--- src/rtl/sweep_pkg.sv ---
// sweep_pkg: shared widths and sequencer state encoding for the port-A sweep controller.
package sweep_pkg;
  localparam int ADDR_W = 10;
  localparam int DATA_W = 16;
  typedef enum logic [2:0] {IDLE, RD, CAP, WR, DONE} state_t;
endpackage

--- src/rtl/sweep_adder.sv ---
// sweep_adder: word + increment; saturates at all-ones when SWEEP_SATURATE_EN is defined, else wraps.
module sweep_adder #(
  parameter int DATA_W = sweep_pkg::DATA_W
) (
  input  logic [DATA_W-1:0] a,
  input  logic [DATA_W-1:0] b,
  output logic [DATA_W-1:0] sum
);
`ifdef SWEEP_SATURATE_EN
  logic [DATA_W:0] full;
  assign full = {1'b0, a} + {1'b0, b};
  assign sum = full[DATA_W] ? '1 : full[DATA_W-1:0];
`else
  assign sum = a + b;
`endif
endmodule

--- src/rtl/mem_sweep_ctrl.sv ---
// mem_sweep_ctrl: port-A read-modify-write sweep over an inclusive, wrapping address range.
// Saturating add selected by SWEEP_SATURATE_EN (see sweep_adder).
module mem_sweep_ctrl #(
  parameter int ADDR_W = sweep_pkg::ADDR_W,
  parameter int DATA_W = sweep_pkg::DATA_W
) (
  input  logic              clock,
  input  logic              reset,
  input  logic              start,
  input  logic [ADDR_W-1:0] first_addr,
  input  logic [ADDR_W-1:0] last_addr,
  input  logic [DATA_W-1:0] increment,
  output logic              busy,
  output logic              done,
  output logic [ADDR_W-1:0] mem_addr,
  output logic              mem_we,
  output logic [DATA_W-1:0] mem_wdata,
  input  logic [DATA_W-1:0] mem_rdata,
  output logic [DATA_W-1:0] disp_value,
  output logic              disp_valid
);
  import sweep_pkg::*;
  state_t state, state_n;
  logic [ADDR_W-1:0] last_q;
  logic [DATA_W-1:0] inc_q, sum;
  sweep_adder #(.DATA_W(DATA_W)) u_add (.a(mem_rdata), .b(inc_q), .sum(sum));
  always_ff @(posedge clock or posedge reset)
    if (reset) state <= IDLE;
    else state <= state_n;
  always_comb begin
    state_n = state;
    case (state)
      IDLE:    state_n = start ? RD : IDLE;
      RD:      state_n = CAP;
      CAP:     state_n = WR;
      WR:      state_n = (mem_addr == last_q) ? DONE : RD;
      default: state_n = IDLE;
    endcase
  end
  assign busy = (state == RD) || (state == CAP) || (state == WR);
  assign done = state == DONE;
  // mem_addr doubles as the sweep cursor; it wraps naturally at ADDR_W bits.
  always_ff @(posedge clock or posedge reset)
    if (reset) begin
      mem_addr   <= '0;
      mem_we     <= 1'b0;
      mem_wdata  <= '0;
      disp_value <= '0;
      disp_valid <= 1'b0;
      last_q     <= '0;
      inc_q      <= '0;
    end else begin
      mem_we     <= state == CAP;
      disp_valid <= state == CAP;
      if (state == IDLE && start) begin
        mem_addr <= first_addr;
        last_q   <= last_addr;
        inc_q    <= increment;
      end
      if (state == CAP) begin
        mem_wdata  <= sum;
        disp_value <= sum;
      end
      if (state == WR && mem_addr != last_q) mem_addr <= mem_addr + 1'b1;
    end
endmodule

--- config.mk ---
export PLATFORM = sky130hd
export DESIGN_NAME = mem_sweep_ctrl
export DESIGN_NICKNAME = d
export VERILOG_FILES = /design/src/rtl/sweep_pkg.sv /design/src/rtl/sweep_adder.sv /design/src/rtl/mem_sweep_ctrl.sv
export SDC_FILE = /design/constraint.sdc
export NUM_CORES = 1
export LEC_CHECK = 0
export CAP_MARGIN = 15
export CORE_ASPECT_RATIO = 0.8
export CORE_UTILIZATION = 60
export DETAILED_ROUTE_END_ITERATION = 8
export DONT_BUFFER_PORTS = 1
export GPL_TIMING_DRIVEN = 0
export PLACE_DENSITY = 0.76
export SETUP_SLACK_MARGIN = 0.4
export SYNTH_ARGS = -nofsm -noshare
export SYNTH_HDL_FRONTEND = slang
export SYNTH_HIERARCHICAL = 1
export SYNTH_SLANG_ARGS = --single-unit
--- constraint.sdc ---
create_clock -name clock -period 2.85 [get_ports clock]
set_input_delay 0.57 -clock clock [delete_from_list [all_inputs] [get_ports clock]]
set_output_delay 0.57 -clock clock [all_outputs]
set_load 0.05 [all_outputs]
# After elaboration in Yosys (flattened, before gate mapping)
# Index checks and enable logic that the tools add are counted.
[totals] ff_bits=56 input_bits=55 out_inout_bits=46 word_cells=25
[classes] add_sub_neg=2 n_eq_ne=6 mux=5 reduce_logical=6
[op_table] op="$mux 10" n=2
[op_table] op="$add 16x16->16" n=1
[op_table] op="$pmux 3 s4" n=1
[op_table] op="$add 10x1->10 const B" n=1
[op_table] op="$eq 10x10->1" n=1
[op_table] op="$ne 10x10->1" n=1
[op_table] op="$eq 3x2->1 const B" n=2
[op_table] op="$eq 3x1->1 const B" n=1
[op_table] op="$eq 3x3->1 const B" n=1
[op_table] op="$logic_not 3->1" n=1
[op_table] op="$mux 3" n=1
[op_table] op="$logic_and 1x1->1" n=2
[op_table] op="$logic_or 1x1->1" n=2
[op_table] op="$reduce_bool 2->1" n=1
[op_table] op="$mux 1" n=1

# Logic depth before layout (Yosys ltp)
[logic_depth] word_depth=4 ltp_mapped=8 depth_no_buf=8

# Modules after synthesis
# Netlist, hierarchy kept.
[modules_own_cells] mod="mem_sweep_ctrl" instances=1 cells_per_inst=278 area_each_um2=2839.0
[modules_own_cells] mod="sweep_adder" instances=1 cells_per_inst=98 area_each_um2=724.4

# Worst setup path before layout
# Ideal clock, no wire load.
[synth_path] path_kind="input -> register" start="in mem_rdata[0]" end="reg mem_wdata[10]" setup_time_ps=125 arrival_time_ps=2457 required_time_ps=2725 slack_ps=269 cell_stages=8 path_buffers=0 path_cell_list="ha_1 > fa_1 > a21o_2 > a311oi_2 > o21ai_0 > a311oi_1 > nor3_1 > mux2_2"
[synth_between] elab_chain_len=1
[synth_rtl] element="start: declaration" line_no="mem_sweep_ctrl.sv:18" text="input logic [DATA_W-1:0] mem_rdata,"
[synth_rtl] element="$add 16x16->16" line_no="sweep_adder.sv:14" text="assign sum = a + b;"
[synth_rtl] element="via sum[10]" line_no="mem_sweep_ctrl.sv:25" text="logic [DATA_W-1:0] inc_q, sum;"
[synth_rtl] element="end signal: assignment" line_no="mem_sweep_ctrl.sv:61" text="mem_wdata <= sum;"
[synth_rtl] element="end: declaration" line_no="mem_sweep_ctrl.sv:17" text="output logic [DATA_W-1:0] mem_wdata,"
# The timed path passes the listed nets, and every way through them passes these cells.
# A chain may end at the register's enable or synchronous reset.

# Worst setup path after layout
[layout_path] start="reg inc_q[0]" end="reg mem_wdata[12]"
[layout_between] elab_chain_len=1
[layout_rtl] element="start: declaration" line_no="mem_sweep_ctrl.sv:25"
[layout_rtl] element="start signal: assignment" line_no="mem_sweep_ctrl.sv:58" text="inc_q <= increment;"
[layout_rtl] element="$add 16x16->16" line_no="sweep_adder.sv:14"
[layout_rtl] element="via sum[12]" line_no="mem_sweep_ctrl.sv:25"
# The timed path passes the listed nets, and every way through them passes these cells.

==> impl_metrics.ini <==
[die]
start_util_pct = 63.8
die-area_um2 = 6250
ioPinCount = 101
die_w_um = 88.2
core_area_um2 = 5590
die_h_um = 70.9
rows = 24

[cts]
path_clk_slew_ns = 0.09
clkLatencyLatePin_ns = 0.31
cts_max_level = 2
clock-sinks = 56
cts_tree = built
numCtsBuffers = 5
clockBufferDepth = 2
cts-root-buf = clkbuf_8

[logic_synthesis]
syn-num-nets = 448
postSynthAreaPerCell_um2 = 9.48
synth_cells = 376
synth_top_area_share_pct = 39.3
synthAdderAreaFrac_pct = 6.18
synth-compound-area-share_pct = 14.5
synthXorXnorAreaFrac_pct = 7.55
synthMuxAreaShare_pct = 5.34
synthSimpleGateAreaFrac_pct = 19.8
ys.flop_type = dfrtp_1
synth.cell_area_um2 = 3560
synth_top_family_by_area = simple AND/OR/NAND/NOR gates
ys_ff_latch = 56
ys_types = 58
synth_top_area_cell = dfrtp_1
synthArstFlopShare_pct = 100
yosysSeqAreaShare_pct = 39.3
synth_area_leaders = dfrtp_1 39%, nand2_1 9.9%, ha_1 5.6%, mux2_2 4.1%, buf_4 3.8%
synth_warnings = 6
synth_edf_count = 0

[sta]
tightest_slew_ns = 1.03
fin_tns_setup_ns = 0
final-hold-violation-count = 0
rsz0062_at_grt = yes
post-route-period-util_pct = 84.3
slew_headroom_pct = 31.5
setup_viol = 0
clock.fmax_mhz = 416
timing.final.ws_setup_ns = 0.447
maxSlewViolCount = 0
min_period_ns = 2.40
fin_skew_ns = 0.00311

[finish]
stdcell_area_um2 = 3800
syn2layout_area_growth_pct = 6.74
utilization_pct = 68.1
nFillCells = 483
antenna_cells = 0
layout-drive-gt1-share_pct = 19.7
layout.nets = 458

[critical_path]
end_kind = flip-flop
crit_chain = ha_1 -> fa_2 -> a21o_4 -> a311oi_4 -> nor3_1 -> o41ai_2 -> xnor2_1 -> mux2_2
required_ns = 3.05
start_kind = flip-flop
cp_data_arrival_time_ns = 2.61
max_stage_delay_ns = 0.41
crit_type = reg -> reg
slowest_stage = dfrtp_1
crit_fanout = 3

[routing]
detail_route.iter0.violations = 130
vias = 2701
dr_wl_met2_um = 3250
met3_length_um = 668
highest_layer = met4
firstDrtPassIters = 4
wl_met1_um = 3670
via_per_inst = 5.82
wl_per_cell_um = 16.5
totalWireLength_um = 7660
drcViolationCount = 0
final_antenna_net_count = 0

[grt]
grtUsageTotal_pct = 25.4
grt_pass1_wl_um = 12100
gr-total-overflow = 0
grt_max_degree = 43
first_global_vias = 2532
antenna_found_initial = 0

[placement]
dpl_cell_area_um2 = 3680
gp_congestion = 0.843
dp_hpwl_um = 5930
io_buffer_count = 0
pre_cts_slack_ns = 0.169

[status]
run_status = complete, no violations

[hold_path]
hp-class = in -> async

[run]
drv_cap = 0
==> synth_stat cells, types with 2 or more instances <==
cell type	n
buf_4	18
and3_1	9
xor2_1	7
a21oi_1	23
nor3_1	5
o211ai_1	6
o21bai_1	2
nor2b_1	3
buf_6	3
a211o_1	3
xnor2_2	3
xnor2_1	15
o211a_1	2
o21ai_0	9
buf_2	9
o22ai_1	2
mux2_1	3
ha_1	16
a31oi_1	3
mux2_2	13
nand3_1	11
dfrtp_1	56
nor3b_1	3
o311ai_1	2
nor2_1	9
inv_1	10
nand2_1	94
o21ai_1	2
a21o_1	3
and4_1	2
a211oi_1	3
==> metrics by stage <==
step | hold WS [ns] | instances
4_1_cts | 0.0977 | 462
3_3_place_gp | 0.467 | 454
2_1_floorplan | 0.450 | 376
5_1_grt | 0.109 | 464
3_5_place_dp | 0.439 | 455
6_report | 0.0979 | 464
==> placed cells by master, fill, tap and decap left out, types with 3 or more instances in the layout <==
cell      instances
buf_2             9
a211oi_1          3
nor2_1            9
a21o_1            3
mux2_1            3
mux2_2           13
dfrtp_1          56
xnor2_1          15
nor3_1            5
a31oi_1           3
nor3b_1           3
xor2_1            7
nand3_1          11
inv_1             9
nor2b_1           3
xnor2_2           3
o21ai_0           8
a21oi_1          23
a211o_1           3
ha_1             16
buf_6             3
clkbuf_8          5
nand2_1          94
buf_4            20
and3_1            9
o211ai_1          6
==> layout make-up <==
type	instances	area, µm²	area share (%)
tap	78	97.6	2.57
sequential	56	1400	36.8
multi-input combinational	278	1930	50.8
inverter	11	41.3	1.09
clock inverter	1	5.00	0.132
clock buffer	6	72.6	1.91
timing repair buffer	3	35.0	0.921
buffer	31	218	5.72
==> cell families after synthesis <==
| family | Yosys count |
|---|---|
| adders and majority gates | 17 |
| DFF | 56 |
| xor gates and xnor gates | 26 |
| and+or+nand+nor | 147 |
| AOI/OAI and AO/OA | 71 |
| buffers and inverters | 42 |
| muxes | 17 |
==> worst max-delay path, delay by kind of cell, from the launching register on <==
family	cells	cell delay, ns
xor gates and xnor gates	1	0.11
adders and majority gates	2	0.59
muxes	1	0.26
AOI/OAI and AO/OA	3	0.79
DFF	1	0.41
and+or+nand+nor	1	0.14
==> path summary, 6_finish.rpt <==
check | start | to | slack (ns) | cells past startpoint
worst min register to register | inc_q[7]$_DFFE_PP0P_ | inc_q[7]$_DFFE_PP0P_ | 0.49 | 2
worst max-delay path | inc_q[0]$_DFFE_PP0P_ | mem_wdata[12]$_DFFE_PP0P_ | 0.45 | 8
max in group asynchronous | reset | inc_q[13]$_DFFE_PP0P_ | 2.22 | 2
min in group clock | increment[0] | inc_q[0]$_DFFE_PP0P_ | 0.36 | 2
worst min-delay path | reset | inc_q[0]$_DFFE_PP0P_ | 0.1 | 1
worst max register to register | inc_q[0]$_DFFE_PP0P_ | mem_wdata[12]$_DFFE_PP0P_ | 0.45 | 8
==> metal layers <==
layer	track usage (%)	vias to the layer above
li1	-	1308
met1	37.5	1288
met2	36.8	98
met3	6.53	7
met4	7.71	0
met5	0	-
==> what timing repair did <==
action,4_1_cts,5_1_grt
hold buffers,0,0
setup buffers,0,2
pin swaps,0,1
endpoints found under the setup margin,3,3
resized for setup,1,4
==> state kept, by name, indices dropped and copies added, names as in the netlist <==
| name | count |
|---|---|
| disp_valid | 1 |
| inc_q | 16 |
| last_q | 10 |
| mem_addr | 10 |
| mem_wdata | 16 |
| state | 3 |
Power is not shown: default switching activity piles up to over one toggle a cycle in this logic, so the estimate is an artifact.
